File: src/rtl/lv_efuse_load_ctrl_pkg.sv
// ---------------------------------------------------------------------------
// lv_efuse_load_ctrl_pkg
//   Shared definitions for the LV efuse load sequencer:
//     - FSM state width and state encodings
//     - CRC-8 polynomial used by the optional integrity check
//     - small elaboration-time helpers for sizing counters
//   Build option: macro LV_EFUSE_CRC_CHK_EN (consumed by the top and the
//   CRC sub-module, not by this package).
// ---------------------------------------------------------------------------
package lv_efuse_load_ctrl_pkg;

  localparam int EFUSE_FSM_ST_W = 3;

  typedef enum logic [EFUSE_FSM_ST_W-1:0] {
    EFUSE_IDLE_ST    = 3'd0,
    EFUSE_SETUP_ST   = 3'd1,
    EFUSE_STROBE_ST  = 3'd2,
    EFUSE_CAPTURE_ST = 3'd3,
    EFUSE_DONE_ST    = 3'd4,
    EFUSE_HOLD_ST    = 3'd5
  } efuse_fsm_st_e;

  localparam int         EFUSE_CRC_W     = 8;
  localparam logic [7:0] EFUSE_CRC8_POLY = 8'h07;

  function automatic int efuse_max(input int a, input int b);
    return (a > b) ? a : b;
  endfunction

  // Width of a down-counter that is loaded with (cycles-1) for the longer
  // of the two programmable phases; never narrower than one bit.
  function automatic int efuse_tmr_w(input int setup_cyc, input int strobe_cyc);
    int longest;
    longest = efuse_max(setup_cyc, strobe_cyc);
    return (longest <= 1) ? 1 : $clog2(longest);
  endfunction

endpackage

File: src/rtl/lv_efuse_crc8.sv
// ---------------------------------------------------------------------------
// lv_efuse_crc8
//   Combinational CRC-8 step (poly 0x07, MSB first). Folds one efuse word of
//   DATA_W bits into the running CRC value. The running CRC register lives in
//   the instantiating block; this module holds no state.
//   Ports:
//     crc_in   [7:0]        current CRC value
//     data     [DATA_W-1:0] word to fold in, MSB processed first
//     crc_out  [7:0]        CRC after folding in data
//   Only compiled when macro LV_EFUSE_CRC_CHK_EN is defined.
// ---------------------------------------------------------------------------
`ifdef LV_EFUSE_CRC_CHK_EN
module lv_efuse_crc8
  import lv_efuse_load_ctrl_pkg::*;
#(
  parameter int DATA_W = 8
) (
  input  logic [EFUSE_CRC_W-1:0] crc_in,
  input  logic [DATA_W-1:0]      data,
  output logic [EFUSE_CRC_W-1:0] crc_out
);

  logic [EFUSE_CRC_W-1:0] crc_var;
  logic                   fb;

  // Bit-serial LFSR unrolled over the word: the feedback bit is the CRC MSB
  // xor the incoming data bit, which is equivalent to the byte-wise
  // "xor then shift" form for 8-bit words but also works for other widths.
  always_comb begin
    crc_var = crc_in;
    fb      = 1'b0;
    for (int i = DATA_W - 1; i >= 0; i--) begin
      fb      = crc_var[EFUSE_CRC_W-1] ^ data[i];
      crc_var = {crc_var[EFUSE_CRC_W-2:0], 1'b0} ^ (fb ? EFUSE_CRC8_POLY : 8'h00);
    end
    crc_out = crc_var;
  end

endmodule
`endif

File: src/rtl/lv_efuse_load_ctrl.sv
// ---------------------------------------------------------------------------
// lv_efuse_load_ctrl
//   Efuse load sequencer sitting behind the LV control FSM. On a load request
//   (with the efuse-ctrl reg enable high) it reads EFUSE_WORD_NUM words from
//   the efuse macro using programmable setup/strobe timing and writes each
//   word into the LV reg bank, then returns a one-cycle done pulse.
//
//   Ports:
//     i_clk, i_rst_n         clock, asynchronous active-low reset
//     i_efuse_load_req       level request, held by the ctrl FSM until done
//     i_efuse_ctrl_reg_en    load permitted; low during a read aborts the load
//     o_efuse_load_done      one-cycle pulse when all words are written
//     o_efuse_load_busy      high from the first SETUP through DONE
//     o_efuse_load_err       CRC mismatch flag (0 when CRC check is not built)
//     o_efuse_csb            efuse chip select, active low
//     o_efuse_strobe         efuse read strobe
//     o_efuse_addr           efuse word address
//     i_efuse_rdata          efuse read data, valid on the last strobe cycle
//     o_efuse_reg_wr_en      reg bank write strobe
//     o_efuse_reg_waddr      reg bank word address
//     o_efuse_reg_wdata      reg bank write data
//
//   Build option: define LV_EFUSE_CRC_CHK_EN to check a CRC-8 over words
//   0..N-2 against word N-1; otherwise o_efuse_load_err is tied low.
//   All outputs are registered.
// ---------------------------------------------------------------------------
module lv_efuse_load_ctrl
  import lv_efuse_load_ctrl_pkg::*;
#(
  parameter int EFUSE_WORD_NUM = 8,
  parameter int EFUSE_ADDR_W   = 3,
  parameter int EFUSE_DATA_W   = 8,
  parameter int RD_SETUP_CYC   = 2,
  parameter int RD_STROBE_CYC  = 4
) (
  input  logic                    i_clk,
  input  logic                    i_rst_n,
  input  logic                    i_efuse_load_req,
  input  logic                    i_efuse_ctrl_reg_en,
  output logic                    o_efuse_load_done,
  output logic                    o_efuse_load_busy,
  output logic                    o_efuse_load_err,
  output logic                    o_efuse_csb,
  output logic                    o_efuse_strobe,
  output logic [EFUSE_ADDR_W-1:0] o_efuse_addr,
  input  logic [EFUSE_DATA_W-1:0] i_efuse_rdata,
  output logic                    o_efuse_reg_wr_en,
  output logic [EFUSE_ADDR_W-1:0] o_efuse_reg_waddr,
  output logic [EFUSE_DATA_W-1:0] o_efuse_reg_wdata
);

  localparam int TMR_W = efuse_tmr_w(RD_SETUP_CYC, RD_STROBE_CYC);

  localparam logic [TMR_W-1:0]        SETUP_LOAD  = TMR_W'(RD_SETUP_CYC - 1);
  localparam logic [TMR_W-1:0]        STROBE_LOAD = TMR_W'(RD_STROBE_CYC - 1);
  localparam logic [EFUSE_ADDR_W-1:0] LAST_WORD   = EFUSE_ADDR_W'(EFUSE_WORD_NUM - 1);

  efuse_fsm_st_e             state_reg;
  logic [EFUSE_ADDR_W-1:0]   word_cnt_reg;
  logic [TMR_W-1:0]          tmr_reg;
  logic                      csb_reg;
  logic                      strobe_reg;
  logic [EFUSE_ADDR_W-1:0]   addr_reg;
  logic                      wr_en_reg;
  logic [EFUSE_ADDR_W-1:0]   waddr_reg;
  logic [EFUSE_DATA_W-1:0]   wdata_reg;
  logic                      done_reg;
  logic                      busy_reg;
  logic                      abort;

`ifdef LV_EFUSE_CRC_CHK_EN
  localparam int CMP_W = efuse_max(EFUSE_CRC_W, EFUSE_DATA_W);

  logic [EFUSE_CRC_W-1:0]    crc_reg;
  logic [EFUSE_CRC_W-1:0]    crc_next;
  logic                      err_reg;

  // Folds the word currently presented on the reg-bank write port into the
  // running CRC; used only in CAPTURE of words 0..N-2.
  lv_efuse_crc8 #(
    .DATA_W (EFUSE_DATA_W)
  ) u_crc8 (
    .crc_in  (crc_reg),
    .data    (wdata_reg),
    .crc_out (crc_next)
  );
`endif

  // Losing the reg enable only matters while the efuse is being accessed;
  // DONE/HOLD finish on their own.
  assign abort = !i_efuse_ctrl_reg_en &&
                 ((state_reg == EFUSE_SETUP_ST) ||
                  (state_reg == EFUSE_STROBE_ST) ||
                  (state_reg == EFUSE_CAPTURE_ST));

  always_ff @(posedge i_clk or negedge i_rst_n) begin
    if (!i_rst_n) begin
      state_reg    <= EFUSE_IDLE_ST;
      word_cnt_reg <= '0;
      tmr_reg      <= '0;
      csb_reg      <= 1'b1;
      strobe_reg   <= 1'b0;
      addr_reg     <= '0;
      wr_en_reg    <= 1'b0;
      waddr_reg    <= '0;
      wdata_reg    <= '0;
      done_reg     <= 1'b0;
      busy_reg     <= 1'b0;
`ifdef LV_EFUSE_CRC_CHK_EN
      crc_reg      <= '0;
      err_reg      <= 1'b0;
`endif
    end else begin
      // Single-cycle pulses; re-asserted only by the branch that needs them.
      wr_en_reg <= 1'b0;
      done_reg  <= 1'b0;

      if (abort) begin
        // Drop the efuse interface at once; words already written stay in
        // the reg bank and the error flag is left alone.
        state_reg    <= EFUSE_IDLE_ST;
        word_cnt_reg <= '0;
        addr_reg     <= '0;
        csb_reg      <= 1'b1;
        strobe_reg   <= 1'b0;
        busy_reg     <= 1'b0;
      end else begin
        case (state_reg)
          EFUSE_IDLE_ST: begin
            if (i_efuse_load_req && i_efuse_ctrl_reg_en) begin
              state_reg    <= EFUSE_SETUP_ST;
              word_cnt_reg <= '0;
              addr_reg     <= '0;
              tmr_reg      <= SETUP_LOAD;
              csb_reg      <= 1'b0;
              strobe_reg   <= 1'b0;
              busy_reg     <= 1'b1;
`ifdef LV_EFUSE_CRC_CHK_EN
              crc_reg      <= '0;
              err_reg      <= 1'b0;
`endif
            end
          end

          EFUSE_SETUP_ST: begin
            if (tmr_reg == '0) begin
              state_reg  <= EFUSE_STROBE_ST;
              tmr_reg    <= STROBE_LOAD;
              strobe_reg <= 1'b1;
            end else begin
              tmr_reg <= tmr_reg - 1'b1;
            end
          end

          EFUSE_STROBE_ST: begin
            if (tmr_reg == '0) begin
              // Last strobe cycle: the macro output is valid now, so it is
              // captured straight into the reg-bank write data register.
              state_reg  <= EFUSE_CAPTURE_ST;
              strobe_reg <= 1'b0;
              wr_en_reg  <= 1'b1;
              waddr_reg  <= word_cnt_reg;
              wdata_reg  <= i_efuse_rdata;
            end else begin
              tmr_reg <= tmr_reg - 1'b1;
            end
          end

          EFUSE_CAPTURE_ST: begin
            if (word_cnt_reg == LAST_WORD) begin
              state_reg <= EFUSE_DONE_ST;
              csb_reg   <= 1'b1;
              done_reg  <= 1'b1;
`ifdef LV_EFUSE_CRC_CHK_EN
              // The final word carries the expected CRC of all earlier words.
              err_reg   <= (CMP_W'(crc_reg) != CMP_W'(wdata_reg));
`endif
            end else begin
              state_reg    <= EFUSE_SETUP_ST;
              word_cnt_reg <= word_cnt_reg + 1'b1;
              addr_reg     <= word_cnt_reg + 1'b1;
              tmr_reg      <= SETUP_LOAD;
`ifdef LV_EFUSE_CRC_CHK_EN
              crc_reg      <= crc_next;
`endif
            end
          end

          EFUSE_DONE_ST: begin
            state_reg <= EFUSE_HOLD_ST;
            busy_reg  <= 1'b0;
          end

          EFUSE_HOLD_ST: begin
            // The ctrl FSM still sees its own request for a few cycles after
            // done; waiting for it to fall prevents an immediate reload.
            if (!i_efuse_load_req) begin
              state_reg <= EFUSE_IDLE_ST;
            end
          end

          default: begin
            state_reg    <= EFUSE_IDLE_ST;
            word_cnt_reg <= '0;
            addr_reg     <= '0;
            csb_reg      <= 1'b1;
            strobe_reg   <= 1'b0;
            busy_reg     <= 1'b0;
          end
        endcase
      end
    end
  end

  assign o_efuse_load_done = done_reg;
  assign o_efuse_load_busy = busy_reg;
  assign o_efuse_csb       = csb_reg;
  assign o_efuse_strobe    = strobe_reg;
  assign o_efuse_addr      = addr_reg;
  assign o_efuse_reg_wr_en = wr_en_reg;
  assign o_efuse_reg_waddr = waddr_reg;
  assign o_efuse_reg_wdata = wdata_reg;

`ifdef LV_EFUSE_CRC_CHK_EN
  assign o_efuse_load_err  = err_reg;
`else
  assign o_efuse_load_err  = 1'b0;
`endif

endmodule
File: config.mk
export PLATFORM = sky130hd
export DESIGN_NAME = lv_efuse_load_ctrl
export DESIGN_NICKNAME = d
export VERILOG_FILES = /design/src/rtl/lv_efuse_load_ctrl_pkg.sv /design/src/rtl/lv_efuse_crc8.sv /design/src/rtl/lv_efuse_load_ctrl.sv
export SDC_FILE = /design/constraint.sdc
export NUM_CORES = 1
export LEC_CHECK = 0
export CAP_MARGIN = 20
export CORE_MARGIN = 2
export CORE_UTILIZATION = 52
export CTS_CLUSTER_SIZE = 24
export DETAILED_ROUTE_END_ITERATION = 10
export PLACE_DENSITY = 0.84
export SLEW_MARGIN = 15
export SYNTH_ARGS = -nofsm -noshare
export SYNTH_HDL_FRONTEND = slang
export SYNTH_SLANG_ARGS = --single-unit
File: constraint.sdc
create_clock -name i_clk -period 5.7 [get_ports i_clk]
set_clock_uncertainty 0.1 [all_clocks]
set_input_delay 1.14 -clock i_clk [delete_from_list [all_inputs] [get_ports i_clk]]
set_output_delay 1.14 -clock i_clk [all_outputs]
set_load 0.005 [all_outputs]
* After elaboration in Yosys (flattened, before gate mapping) *
Cells that the tools add are included.

storage, ports and cells
  memory bits (read-only) = 0
  logic and storage cells = 82
  memories kept = 0
  input bits = 12
  bits in registers = 24
  bits in latches = 0
  output and inout bits = 20
  memory bits (writable) = 0

cells by class
  eq/ne operators = 18
  shifts and indexed selects = 0
  bitwise gates (word level) = 1
  $add $sub $neg = 2
  multiply operators = 0
  reduce and logical (&&, ||, !) cells = 18
  multiplexer cells = 33
  div/mod/pow operators = 0
  $lt $le $gt $ge = 0

operators with widths
  operator                                             number
  2-to-1 mux 3 bit                                     9
  one-hot mux 3 bit (6 select lines)                   1
  2-to-1 mux 1 bit                                     14
  equality test 3 bit, second input constant           3
  != test 3 x 2 -> 1 bit, second input constant        3
  != test 3 bit, second input constant                 3
  one-hot mux 3 bit (3 select lines)                   1
  AND reduction 3 bit                                  3
  2-to-1 mux 2 bit                                     4
  one-hot mux 2 bit (4 select lines)                   1
  AND reduction 4 bit                                  2
  OR reduction 4 bit                                   2
  equality test 3 x 2 -> 1 bit, second input constant  2
  != test 2 x 1 -> 1 bit, second input constant        3
  != test 2 bit, second input constant                 3
  AND reduction 5 bit                                  1
  one-hot mux 1 bit (4 select lines)                   1
  nonzero test 4 bit                                   1
  adder 3 x 1 -> 3 bit, second input constant          1
  equality test 3 x 1 -> 1 bit, second input constant  1
  zero test 3 bit                                      1
  one-hot mux 1 bit (3 select lines)                   1
  OR reduction 3 bit                                   1
  logical AND 1 bit                                    2
  7 further kinds                                      8

* Logic depth before layout (Yosys ltp) *
  depth in word-level cells = 6
  mapped depth = 5
  depth with buffers taken out = 5

* Worst setup path before layout *
OpenSTA, ideal clock, no wires.

  path type = input -> register
  start = in i_efuse_ctrl_reg_en
  end = reg strobe_reg (netlist: o_efuse_strobe)
  library setup time = 0.068 ns
  data required time = 5.532 ns
  arrival = 1.989 ns
  stages on the path = 4
  slack = 3.543 ns
  path buffers = 1
  cell sequence = buf_2 and4bb_2 o311ai_0 a32o_1

between the ends
  longest elaborated chain between the ends = 4
  elaborated cells on any way between the ends = 9
  classes of those cells = eq/ne (4); mux (1); reduce/logical (4)

ends and longest elaborated chain
  what                                                                   RTL line                   source
  start: declaration                                                     lv_efuse_load_ctrl.sv:39   input logic i_efuse_ctrl_reg_en,
  zero test 1 bit                                                        lv_efuse_load_ctrl.sv:91   assign abort = !i_efuse_ctrl_reg_en &&
  logical AND 1 bit                                                      lv_efuse_load_ctrl.sv:91
  != test 3 x 2 -> 1 bit (no source line), or another cell as far along  -
  AND reduction 4 bit (no source line)                                   -
  end signal: assignment                                                 lv_efuse_load_ctrl.sv:102  strobe_reg <= 1'b0;
  end signal: assignment                                                 lv_efuse_load_ctrl.sv:125  strobe_reg <= 1'b0;
  end signal: assignment                                                 lv_efuse_load_ctrl.sv:136  strobe_reg <= 1'b0;
  end: declaration                                                       lv_efuse_load_ctrl.sv:62   logic strobe_reg;

Several ways; a longest one is shown, not always the timed one.
A chain may end at the register's enable or synchronous reset.

* Final worst setup path *
  start = in i_efuse_ctrl_reg_en
  end = reg tmr_reg[1]

between the ends
  longest elaborated chain between the ends = 4
  elaborated cells on any way between the ends = 6
  classes of those cells = eq/ne (1); bitwise (1); reduce/logical (4)

ends and longest elaborated chain
  what                                                   RTL line                   source
  branches (longest 3 deep; another with != test 2 bit)  -
  AND reduction 5 bit (no source line) (*)               -
  end signal: assignment                                 lv_efuse_load_ctrl.sv:151  tmr_reg <= tmr_reg - 1'b1;
  end signal: assignment                                 lv_efuse_load_ctrl.sv:165  tmr_reg <= tmr_reg - 1'b1;
  end: declaration                                       lv_efuse_load_ctrl.sv:60   logic [TMR_W-1:0] tmr_reg;

Mark *: on every way between the ends.

==> impl_results.md <==
* RSZ-0062 raised after global routing: no
* Synth cell types at 42
* Dpl cell area at 0.001550 mm²
* Die Span Y at between 50 and 60 µm
* Starting Density at 56.13%
* N_diodes at 0
* Crit path max fanout at 12
* Clk slew on worst S/H paths at between 100 and 150 ps
* H-tree depth at 1
* CTS buffer count at 3
* Cell Area, Synth at 0.001277 mm²
* CP Capture Type: register
* Largest area contributor in the netlist: dfrtp_1
* Slowest cell on the critical path: clkdlybuf4s50_1
* Commonest non-fill, non-tap cell in the layout: clkdlybuf4s50_1
* Worst-Margin Slew at roughly 620 ps
* Area added between synthesis and finish at 26.64%
* Initial DRC Count at 36
* Congestion Overflow GR at 0
* Sw Ratio at around 31%
* Leak at between 0.7 and 0.8 nW
* Int Pwr at approximately 0.45 mW
* Die Wd at roughly 54 µm
* Register area share after synthesis at 47.11%
* Largest net degree at the start of global routing at 25
* Gpl congestion at ~0.88
* Crit path launch type: input port
* Setup Fix Bufs, Post-CTS at 0
* CTS tree: yes
* GRT Total Usage at approximately 21%
* Rows at 17
* Synth top area cells: dfrtp_1 45%, mux2_2 11%, ha_1 2.9%, a32o_1 2.4%, a211oi_1 2.4%
* Power per Cell Area at 406.4 mW/mm²
* Clk sinks at 24
* Number of remaining DRC errors at 0
* Largest register FFs at 8
* Max_slew headroom at slightly below 60%
* Nets at around 150
* Worst-Skew Late Latency at approximately 320 ps
* CTS-repair resized insts at 0
* Worst EP required at around 5800 ps
* FF-to-FF Start: o_efuse_addr[0]$_DFFE_PN0P_
* Crit-path cells: clkdlybuf4s50_1 > nand2b_1 > a221oi_4 > mux2_2
* Clock buffer depth at 2
* Post-Route WL at about 2.6 mm
* Combinational fraction of design power at 38.8%
* I/O Pins at 32
* Gate Count Post-Synth at 110
* Max Clk Rate at 0.3639 GHz
* # Max-Cap Violations at 0
* Share of power burned in registers at between 40% and 50%
* Worst hold path type: register to register
* Final Hold Violating Endpoints at 0
* Core Box Area at around 0.0023 mm²
* Fillcell total at roughly 150
* Status: finished clean
* Die area at between 0.002 and 0.003 mm²
* Routed wire per std cell at around 16 µm
* First-pass GRT wire length at between 4 and 5 mm
* CTS Hold Bufs at 0
* Initial antenna violation count at 0
* Fin crit share at 48.21%
* Multi-input gate area at 586.8 µm²
* Vias in the first global route at between 900 and 1000
* # port buffers at 30
* Crit-path max cell delay at ~700 ps
* TNS Setup at 0 ps
* Syn_area_per_cell at between 10 and 15 µm²
* Clk pwr share at 18.8%
* Root Buffer: clkbuf_4
* Class of the most critical setup path: input port to register
* Commonest cells after routing, fill and taps aside: 30 x clkdlybuf4s50_1, 23 x dfrtp_1, 13 x mux2_2
* Crit path DAT at 2870 ps
* Period minus WS final at 2748 ps
* Hold path start: o_efuse_reg_wdata[6]$_DFFE_PN0P_
* Sw Pwr at a little over 0.2 mW
* Hpwl dp at ~1.9 mm
* Design Area, Final at approximately 0.0016 mm²
* # setup viols final at 0
* Vias per cell at between 5 and 6
* Via count at 964
* Final ANT Viol Nets at 0
* Worst Setup SP: i_efuse_ctrl_reg_en
* Utilization after layout at about 71%
* Layout cells sized above 1 at 19.12%
* Synth warn at 0
* Peak VDD IR at ~0.00026 V
* Initial DRT Pass Iterations at 4
* Post-synth top area share at between 40% and 50%
* Synth Register Bits at 24
* Mapped Nets at ~130
* Slew Viols, Final at 0
* Seq. cell area at roughly 600 µm²
==> cells by family (layout without fill, tap and decap cells) <==
kind of cell	count (synthesis)	after routing	synth area share (%)
buffers and inverters	16	42	6.954
multiplexers	14	14	12.63
AND/OR/NAND/NOR	27	27	13.52
adder cells (fa/ha/maj)	3	3	2.939
AO/OA/AOI/OAI	25	25	16.55
other	1	1	0.2935
flip-flops	24	24	47.11
==> synthesized netlist by cell type, drive strengths merged <==
cell,count
inv,7
buf,9
a22oi,1
a221oi,2
nor2,5
nand2b,3
nand4b,1
nand3,3
and4bb,1
o21a,1
nor4bb,1
o311ai,1
mux2,14
dfstp,1
o2bb2ai,1
nor4,1
a31o,1
nor3,2
or2,1
nor3b,1
a2111oi,1
o21ai,2
o211ai,1
a21oi,3
nor2b,5
a211oi,4
dfrtp,23
nand2,2
o221ai,1
a22o,1
ha,3
conb,1
a211o,1
a32o,3
o31ai,1
nand3b,1
==> power groups by stage <==
| stage | sequential (mW) | clock, mW | combinational (mW) |
|---|---|---|---|
| finish | 0.279 | 0.124 | 0.255 |
| global route | 0.288 | 0.134 | 0.284 |
| CTS | 0.278 | 0.128 | 0.257 |
| detailed placement | 0.281 | 0 | 0.254 |
| global placement | 0.277 | 0 | 0.244 |
| floorplan | 0.258 | 0 | 0.165 |
==> final cells by class <==
type,count,share of cell area (%)
Sequential cell,24,37.20
Clock buffer,3,1.392
Timing Repair Buffer,31,19.49
Inverter,7,1.624
Tap cell,28,2.166
Clock inverter,1,1.856
Multi-Input combinational cell,70,36.27
==> routing by layer <==
metal | global-route usage, % | vias to the layer above | wire length, µm
li1 | - | 449 | -
met3 | 3.889 | 7 | 115
met5 | 0 | - | 0
met4 | 9.402 | 0 | 48
met1 | 28.44 | 478 | 1120
met2 | 34.36 | 30 | 1321
==> path summary, 6_finish.rpt <==
path	to	slack (ps)	cells after the start
setup / recovery	tmr_reg[1]$_DFFE_PN0P_	2950	4
hold / removal	o_efuse_reg_wdata[6]$_DFFE_PN0P_	420	1
setup reg to reg	tmr_reg[1]$_DFFE_PN0P_	3620	5
hold reg to reg	o_efuse_reg_wdata[6]$_DFFE_PN0P_	420	1
max in group asynchronous	o_efuse_csb$_DFFE_PN1P_	4060	2
min in group asynchronous	o_efuse_strobe$_DFFE_PN0P_	950	1
==> worst max-delay path, delay by kind of cell <==
family	cells	cell delay [ps]
compound gates	1	300
buf+inv	1	710
mux	1	370
simple gates	1	340
==> through the flow <==
step           power (mW)  hold slack (ps)  cells  setup WS, ps
3_5_place_dp       0.5349            392.3    159          2627
4_1_cts            0.6619            423.7    163          2985
2_1_floorplan      0.4228            380.7    110          3543
3_3_place_gp       0.5203            386.8    159          2764
5_1_grt            0.7055            449.7    164          2870
6_report           0.6574            420.3    164          2952
Power figures use the tool's default switching activity.
